`config.mk`:
```
export PLATFORM = sky130hd
export DESIGN_NAME = dft_interp2
export DESIGN_NICKNAME = d
export VERILOG_FILES = /design/src/rtl/dft_pkg.sv /design/src/rtl/dft_interp_mid.sv /design/src/rtl/dft_interp2.sv
export SDC_FILE = /design/constraint.sdc
export NUM_CORES = 1
export LEC_CHECK = 0
export ABC_AREA = 1
export CELL_PAD_IN_SITES_DETAIL_PLACEMENT = 0
export CELL_PAD_IN_SITES_GLOBAL_PLACEMENT = 2
export CORE_ASPECT_RATIO = 0.5
export CORE_MARGIN = 1.5
export CORE_UTILIZATION = 33
export DETAILED_ROUTE_END_ITERATION = 12
export HOLD_SLACK_MARGIN = 0.02
export PLACE_DENSITY_LB_ADDON = 0.3
export SYNTH_ARGS = -nofsm -noshare
export SYNTH_HDL_FRONTEND = slang
export SYNTH_HIERARCHICAL = 1
export SYNTH_SLANG_ARGS = --single-unit
```
`constraint.sdc`:
```
create_clock -name clk -period 4.76 [get_ports clk]
set_input_delay 0.476 -clock clk [delete_from_list [all_inputs] [get_ports clk]]
set_output_delay 0.476 -clock clk [all_outputs]
set_load 0.05 [all_outputs]
```
`src/rtl/dft_pkg.sv`:
```
// Shared definitions for the DFT pre/post-processing blocks:
// default sample width and the interpolator state encoding.
package dft_pkg;

  localparam int DATA_W_DEF = 12;

  typedef enum logic [1:0] {
    EMPTY = 2'd0,
    MID   = 2'd1,
    SAMP  = 2'd2
  } interp_state_t;

endpackage

```
`src/rtl/dft_interp_mid.sv`:
```
// Midpoint of two signed samples: floor((prev+x)/2), or round-half-up
// when INTERP_ROUND_EN is defined. One guard bit, so the result never wraps.
module dft_interp_mid
  import dft_pkg::*;
#(
  parameter int DATA_W = DATA_W_DEF
) (
  input  logic signed [DATA_W-1:0] prev,
  input  logic signed [DATA_W-1:0] x,
  output logic signed [DATA_W-1:0] mid
);

  logic signed [DATA_W:0] sum;

  always_comb begin
    sum = {prev[DATA_W-1], prev} + {x[DATA_W-1], x};
`ifdef INTERP_ROUND_EN
    // max+max+1 still fits in DATA_W+1 bits, and halving lands back on max
    mid = DATA_W'((sum + (DATA_W+1)'(1)) >>> 1);
`else
    mid = DATA_W'(sum >>> 1);
`endif
  end

endmodule

```
`src/rtl/dft_interp2.sv`:
```
// 2x upsampler: each input x[n] yields mid(x[n-1],x[n]) then x[n].
// Midpoint rounding selected by INTERP_ROUND_EN (see dft_interp_mid).
//
// state | meaning
// EMPTY | no output pending; ready for a new sample
// MID   | midpoint presented on data_out, waiting for transfer
// SAMP  | sample presented on data_out; may accept the next input on transfer
module dft_interp2
  import dft_pkg::*;
#(
  parameter int DATA_W = DATA_W_DEF
) (
  input  logic                     clk,
  input  logic                     rst,
  input  logic signed [DATA_W-1:0] data_in,
  input  logic                     valid_in,
  input  logic                     frame_in,
  output logic                     ready_in,
  output logic signed [DATA_W-1:0] data_out,
  output logic                     valid_out,
  input  logic                     ready_out
);

  interp_state_t state_q, state_d;

  logic signed [DATA_W-1:0] prev_q;
  logic signed [DATA_W-1:0] cur_q;
  logic signed [DATA_W-1:0] mid_prev;
  logic signed [DATA_W-1:0] mid_val;

  logic accept;
  logic xfer;
  logic ld_mid;
  logic ld_samp;
  logic clr_valid;
  logic upd_prev;

  always_ff @(posedge clk) begin
    if (rst) begin
      state_q <= EMPTY;
    end else begin
      state_q <= state_d;
    end
  end

  always_comb begin
    state_d = state_q;
    case (state_q)
      EMPTY:   if (accept) state_d = MID;
      MID:     if (xfer) state_d = SAMP;
      SAMP:    if (xfer) state_d = accept ? MID : EMPTY;
      default: state_d = EMPTY;
    endcase
  end

  always_comb begin
    ready_in  = 1'b0;
    ld_samp   = 1'b0;
    clr_valid = 1'b0;
    upd_prev  = 1'b0;
    case (state_q)
      EMPTY: ready_in = !rst;
      MID:   ld_samp = xfer;
      SAMP: begin
        ready_in  = !rst && ready_out;
        upd_prev  = xfer;
        clr_valid = xfer && !(valid_in && ready_in);
      end
      default: ready_in = 1'b0;
    endcase
    accept = valid_in && ready_in;
    xfer   = valid_out && ready_out;
    ld_mid = accept;
  end

  // In SAMP the history register is only updated at this same edge,
  // so a back-to-back midpoint must take its history from cur_q.
  always_comb begin
    if (frame_in) begin
      mid_prev = data_in;
    end else if (state_q == SAMP) begin
      mid_prev = cur_q;
    end else begin
      mid_prev = prev_q;
    end
  end

  dft_interp_mid #(
    .DATA_W(DATA_W)
  ) u_mid (
    .prev(mid_prev),
    .x   (data_in),
    .mid (mid_val)
  );

  always_ff @(posedge clk) begin
    if (rst) begin
      prev_q    <= '0;
      cur_q     <= '0;
      data_out  <= '0;
      valid_out <= 1'b0;
    end else begin
      if (ld_mid) begin
        data_out  <= mid_val;
        cur_q     <= data_in;
        valid_out <= 1'b1;
      end else if (ld_samp) begin
        data_out <= cur_q;
      end else if (clr_valid) begin
        valid_out <= 1'b0;
      end
      if (upd_prev) begin
        prev_q <= cur_q;
      end
    end
  end

endmodule
```
==> Flow_metrics.wiki, run 1 <==
{| class="wikitable"
! Metric !! Value
|-
| Remaining Overflow, GRT || 0
|-
| Routed WL || 8400 um
|-
| CP Max Fanout || 15
|-
| Total of hold buffers inserted after clock tree synthesis || 0
|-
| Count of vias placed by the detailed router || 2727
|-
| Count of clock tree sinks || 39
|-
| Synthesized area || 0.00261 mm^2
|-
| Number of CTS-inserted buffers || 5
|-
| Wire length of the first global-routing pass || 13500 um
|-
| Std-Cell Core Area || 0.00749 mm^2
|-
| Measured slew at the worst slew-check pin || 1.05 ns
|-
| Worst hold path type || flip-flop to flip-flop
|-
| Count of instances resized after the clock tree is built || 0
|-
| Vias in the first global route || 2454
|-
| Die Area || 0.00847 mm^2
|-
| Starting utilization of the core area || 34.8%
|-
| M3 GR Usage || 4.29%
|-
| Fin worst setup slack || 1.42 ns
|-
| Maximum number of pins on one net before global-route repair || 38
|-
| Final RePlAce weighted congestion || 0.840
|-
| Maximum VDD drop || 0.000149 V
|-
| Overall global routing resource usage || 21.2%
|-
| Synthesized netlist cell count || 405
|-
| Total of buffers placed on input and output ports || 30
|-
| Share of power burned in the clock network || 43.5%
|-
| Startpoint of the most critical setup path || state_q[0]
|-
| Worst path depth || 17
|-
| Overall power after layout || 1.02 mW
|-
| Psw || 0.300 mW
|-
| Share of post-route cells with drive strength above 1 || 5.42%
|-
| Number of distinct standard cells referenced by the synthesized netlist || 24
|-
| Number of antenna violations at the first check in global routing || 0
|-
| Worst Hold Launch || valid_out
|-
| Kind of cell adding the most delay to the critical path || simple AND/OR/NAND/NOR gates
|-
| Post-CTS clock slew at the launch and capture registers of the worst setup and hold paths || 0.06 ns
|-
| Site Rows || 22
|-
| Number of buffer and inverter stages on the critical path || 4
|-
| Sequential element share of the synthesized area || 30.0%
|-
| Number of antenna diodes || 0
|-
| Mean routed wirelength per cell || 15.8 um
|-
| Reg2Reg Launch Point || state_q[0]
|-
| Synthesis warning total || 6
|-
| Fraction of met1 tracks used by global routing || 34.4%
|-
| Cells traversed along the worst timing path || inv_1 -> nand2_1 -> inv_1 -> nor2_1 -> o31ai_1 -> nand2_1 -> inv_1 -> fa_1 -> nand3_1 -> nand3_2 -> nand2_1 -> nand2_1 -> xor2_1 -> nand4_1 -> nand3_1 -> nand2_1 -> inv_1
|-
| Drt first pass iters || 4
|-
| Horizontal die dimension || 129 um
|-
| Summed negative setup slack over all endpoints || 0 ns
|-
| Max-Slew Margin vs Limit || 30.1%
|-
| Design area || 0.00312 mm^2
|-
| Combinational share of power || 22.1%
|-
| Critical path capture point type || flip-flop
|-
| Boundary pin count || 31
|-
| Number of synthesized register bits || 39
|-
| Final setup vio count || 0
|-
| Max-cap check violation count || 0
|-
| Most utilized layer in the global route result || met1
|-
| Critical setup path kind || flip-flop to flip-flop
|-
| Cells on Worst Hold Path || 2
|-
| Top library cells by usage in the layout, fill and taps aside || nand2_1, inv_1, nand3_1
|-
| H-tree depth || 2
|-
| Final Hold Fails || 0
|-
| Clock insertion delay at the later pin of the skew report || 0.29 ns
|-
| Maximum buffer depth of the clock tree || 2
|-
| Kind of start point of the critical path || flip-flop
|-
| Run status || finished, final reports clean
|-
| Layout-stage area growth over the synthesis result || 19.5%
|-
| TritonCTS clock tree || done
|-
| Synthesized area divided by synthesized cell count || 6.44 um^2
|-
| Die H || 65.8 um
|-
| GR Util met2 || 27.4%
|-
| Share of total power consumed by net switching || 29.5%
|-
| Clock tree root buffer cell || clkbuf_16
|-
| Utilization after layout || 41.6%
|-
| Cell internal power dissipation || 0.716 mW
|-
| Clock period minus worst slack || 3.34 ns
|-
| Per-cell via count in the routed design || 5.13
|-
| Leakage power summed over all cells || 1.52 nW
|-
| Setup repair bufs after CTS || 0
|-
| Crit path largest cell delay || 0.43 ns
|-
| FF-to-FF path depth || 17
|-
| Setup repair after global routing missed its margin || no
|-
| Sequential Power Share || 34.4%
|-
| Post-place instance area || 0.00293 mm^2
|-
| Data arrival time of the critical path || 3.57 ns
|-
| Dpl hpwl || 6240 um
|-
| Worst path slowest cell || nand2_1
|-
| Cell Pwr Density || 326 mW/mm^2
|-
| DRC violation total after the first TritonRoute iteration || 242
|-
| Most frequent cell on the critical path || nand2_1
|-
| Number of nets in the finished design || 452
|-
| Most common cell after layout, fill and taps aside || nand2_1
|-
| Maximum clock frequency || 300 MHz
|-
| Net count of the mapped netlist || 434
|-
| Remaining antenna violation count after routing || 0
|-
| Final cycle utilization of the critical path || 70.1%
|-
| Required time at the worst-slack endpoint || 4.99 ns
|-
| Post-route DRC violation count || 0
|-
| Reg2reg setup slack || 1.42 ns
|-
| Worst slack at placement || 1.33 ns
|-
| Final worst clock skew || 0.00489 ns
|-
| Final number of max-transition violations || 0
|}
-- worst paths after layout --
path	end
min reg2reg	valid_out
min	valid_out
max reg2reg	data_out[7]
max	data_out[7]
-- per-layer routing --
metal	wire length [um]	share of wire, %
met4	63	0.75
met2	3000	36
met1	4760	57
met5	0	0
met3	582	6.9
-- stage by stage --
step | hold WS [ns] | cells
after floorplan | 0.455 | 405
after global placement | 0.466 | 524
after detailed placement | 0.477 | 524
after CTS | 0.487 | 532
after global routing | 0.504 | 532
final | 0.487 | 532
-- tightest hold or removal path, cell delays in order, from the launching register on --
cell,delay (ns)
dfxtp_1,0.32
o31ai_1,0.06
a21oi_1,0.05
-- registers in the layout, summed over array words and instances, names as in the netlist --
register   flops
data_out      12
valid_out      1
state_q        2
cur_q         12
prev_q        12
-- cell usage after synthesis, drive strengths merged --
library cell / instances / area share, %
dfxtp: 39 / 30
ha: 11 / 5.3
a21oi: 31 / 6.0
inv: 51 / 7.3
and2: 1 / 0.24
o21ai: 13 / 2.9
nand2: 118 / 18
xor2: 5 / 1.7
o31ai: 13 / 3.7
nand4: 17 / 4.1
fa: 1 / 0.77
nor2: 36 / 5.6
nand3: 49 / 10
clkbuf: 7 / 1.0
buf: 13 / 3.7
-- power groups by stage --
stage | sequential [mW] | clock [mW] | combinational (mW)
after detailed placement | 0.357 | 0 | 0.221
after global routing | 0.351 | 0.462 | 0.245
after floorplan | 0.380 | 0 | 0.127
after CTS | 0.350 | 0.449 | 0.221
final | 0.350 | 0.442 | 0.225
after global placement | 0.356 | 0 | 0.222
-- area by class of cell --
class	instances	area [um^2]
sequential	39	781
tap	108	135
clock buffer	6	129
fill	839	4370
clock inverter	2	60.1
inverter	51	191
multi-input combinational	295	1510
timing repair buffer	31	308
-- cells by family (layout without fill, tap and decap cells) --
family	Yosys count	count (layout)	synth area share, %
and+or+nand+nor	221	221	37.6
buffers and inverters	71	90	12.0
AOI/OAI and AO/OA	57	57	12.6
DFF	39	39	30.0
adders and majority gates	12	12	6.05
xor gates and xnor gates	5	5	1.68
Power figures use the tool's default switching activity.
==> inputs of run 2 (changes only) <==
--- a/config.mk
+++ b/config.mk
@@ -10,7 +10,7 @@
 export CELL_PAD_IN_SITES_GLOBAL_PLACEMENT = 2
 export CORE_ASPECT_RATIO = 0.5
 export CORE_MARGIN = 1.5
-export CORE_UTILIZATION = 33
+export CORE_UTILIZATION = 27
 export DETAILED_ROUTE_END_ITERATION = 12
 export HOLD_SLACK_MARGIN = 0.02
 export PLACE_DENSITY_LB_ADDON = 0.3
==> constraint.sdc (replaced) <==
create_clock -name clk -period 2.7 [get_ports clk]
set_input_delay 0.27 -clock clk [delete_from_list [all_inputs] [get_ports clk]]
set_output_delay 0.27 -clock clk [all_outputs]
set_load 0.05 [all_outputs]
==> Flow_metrics.wiki, run 2 (synthesis gave the netlist of run 1 again) <==
{| class="wikitable"
! Metric !! Value
|-
| Run status || finished, final reports clean
|-
| Final Hold Fails || 0
|-
| Worst path depth || 16
|-
| Layout-stage area growth over the synthesis result || 28.2%
|-
| TritonCTS clock tree || done
|-
| DRC violation total after the first TritonRoute iteration || 165
|-
| Number of antenna violations at the first check in global routing || 0
|-
| Critical setup path kind || flip-flop to flip-flop
|-
| Top library cells by usage in the layout, fill and taps aside || nand2_1, inv_1, nand3_1
|-
| Most common cell after layout, fill and taps aside || nand2_1
|-
| Worst hold path type || flip-flop to flip-flop
|-
| Final cycle utilization of the critical path || 95.1%
|-
| Overall global routing resource usage || 18.3%
|-
| Remaining Overflow, GRT || 0
|-
| Vias in the first global route || 2578
|-
| Number of buffer and inverter stages on the critical path || 4
|-
| Cell Pwr Density || 523 mW/mm^2
|-
| Most frequent cell on the critical path || nand2_1
|-
| Number of nets in the finished design || 477
|-
| Post-CTS clock slew at the launch and capture registers of the worst setup and hold paths || 0.07 ns
|-
| Mean routed wirelength per cell || 15.1 um
|-
| Boundary pin count || 31
|-
| Wire length of the first global-routing pass || 14200 um
|-
| Critical path capture point type || flip-flop
|-
| Remaining antenna violation count after routing || 0
|-
| Total of buffers placed on input and output ports || 30
|-
| Site Rows || 25
|-
| Clock tree root buffer cell || clkbuf_16
|-
| Dpl hpwl || 6960 um
|-
| Data arrival time of the critical path || 2.76 ns
|-
| FF-to-FF path depth || 16
|-
| CP Max Fanout || 9
|-
| Total of fill cells in the finished design || 1027
|-
| Summed negative setup slack over all endpoints || 0 ns
|-
| Std-Cell Core Area || 0.00942 mm^2
|-
| Post-route DRC violation count || 0
|-
| Die H || 72.5 um
|-
| Largest regs || cur_q: 12 flops, data_out: 12 flops, prev_q: 12 flops
|-
| Share of post-route cells with drive strength above 1 || 12.0%
|-
| Maximum VDD drop || 0.000229 V
|-
| Die Area || 0.0103 mm^2
|-
| Clock insertion delay at the later pin of the skew report || 0.29 ns
|-
| Final worst clock skew || 0.00462 ns
|-
| Max-Slew Margin vs Limit || 53.4%
|-
| Cells on Worst Hold Path || 2
|-
| Horizontal die dimension || 142 um
|-
| Setup repair bufs after CTS || 0
|-
| Maximum clock frequency || 389 MHz
|-
| Required time at the worst-slack endpoint || 2.89 ns
|-
| Worst Hold Margin || 0.486 ns
|-
| H-tree depth || 2
|-
| Count of vias placed by the detailed router || 2704
|-
| Crit path largest cell delay || 0.37 ns
|-
| Leakage power summed over all cells || 1.64 nW
|-
| Maximum buffer depth of the clock tree || 2
|-
| Final setup vio count || 0
|-
| Per-cell via count in the routed design || 4.63
|-
| Worst path slowest cell || dfxtp_1
|-
| Drt first pass iters || 5
|-
| Number of antenna diodes || 0
|-
| Final number of max-transition violations || 0
|-
| Final RePlAce weighted congestion || 0.786
|-
| Measured slew at the worst slew-check pin || 0.696 ns
|-
| Kind of cell adding the most delay to the critical path || simple AND/OR/NAND/NOR gates
|-
| Starting utilization of the core area || 27.7%
|-
| Number of CTS-inserted buffers || 5
|-
| Routed WL || 8830 um
|-
| Count of clock tree sinks || 39
|-
| Maximum number of pins on one net before global-route repair || 20
|-
| Kind of start point of the critical path || flip-flop
|-
| Overall power after layout || 1.75 mW
|-
| Setup repair after global routing missed its margin || no
|-
| Cells traversed along the worst timing path || nand2_2 -> inv_2 -> buf_4 -> nor2_1 -> o31ai_1 -> ha_1 -> nand2_1 -> inv_1 -> a21oi_1 -> nand3_1 -> nand2_1 -> nand2_1 -> nand4_1 -> nand3_1 -> nand2_1 -> inv_1
|-
| Max-cap check violation count || 0
|-
| Clock period minus worst slack || 2.57 ns
|}
## run 2: worst paths after layout
path | start | endpoint | slack (ns)
setup / recovery | state_q[1] | data_out[8] | 0.13
hold / removal | cur_q[4] | cur_q[4] | 0.49
setup reg to reg | state_q[1] | data_out[8] | 0.13
hold reg to reg | cur_q[4] | cur_q[4] | 0.49
## run 2: what timing repair did
item	CTS	global route
hold buffers	0	0
endpoints found under the setup margin	0	6
resized for setup	0	4
## run 2: through the flow
| step | instances | util, % | instance area (um^2) | setup slack [ns] |
|---|---|---|---|---|
| floorplan | 405 | - | 2610 | 0.429 |
| global placement | 576 | 33.5 | 3160 | -0.0890 |
| detailed placement | 576 | 33.5 | 3160 | -0.0670 |
| CTS | 584 | 35.4 | 3330 | 0.0905 |
| global route | 584 | 35.5 | 3340 | 0.00570 |
| finish | 584 | 35.5 | 3340 | 0.131 |
## run 2: area by class of cell
type | count | area, um^2 | area share (%)
multi-input combinational | 295 | 1520 | 45.6
sequential | 39 | 781 | 23.4
timing repair buffer | 56 | 505 | 15.1
inverter | 51 | 191 | 5.73
tap | 135 | 169 | 5.06
clock buffer | 5 | 125 | 3.75
clock inverter | 3 | 46.3 | 1.39
## run 2: per-layer routing
layer | share of wire, % | vias to the layer above | GRT usage (%) | wire [um]
li1 | - | 1412 | - | -
met1 | 57 | 1242 | 29.4 | 5050
met2 | 38 | 41 | 24.6 | 3320
met3 | 3.6 | 9 | 2.97 | 317
met4 | 1.5 | 0 | 4.24 | 133
met5 | 0 | - | 0 | 0
## run 2: report_power, final
group          internal (mW)  total, mW  switching, mW
Clock                  0.440      0.710          0.271
Combinational          0.163      0.422          0.259
Sequential             0.599      0.616         0.0169
## run 2: tightest hold or removal path, delay by kind of cell (launching register included)
kind | cells | cell delay, ns
AND/OR/NAND/NOR | 1 | 0.06
flip-flops | 1 | 0.32
AO/OA/AOI/OAI | 1 | 0.05
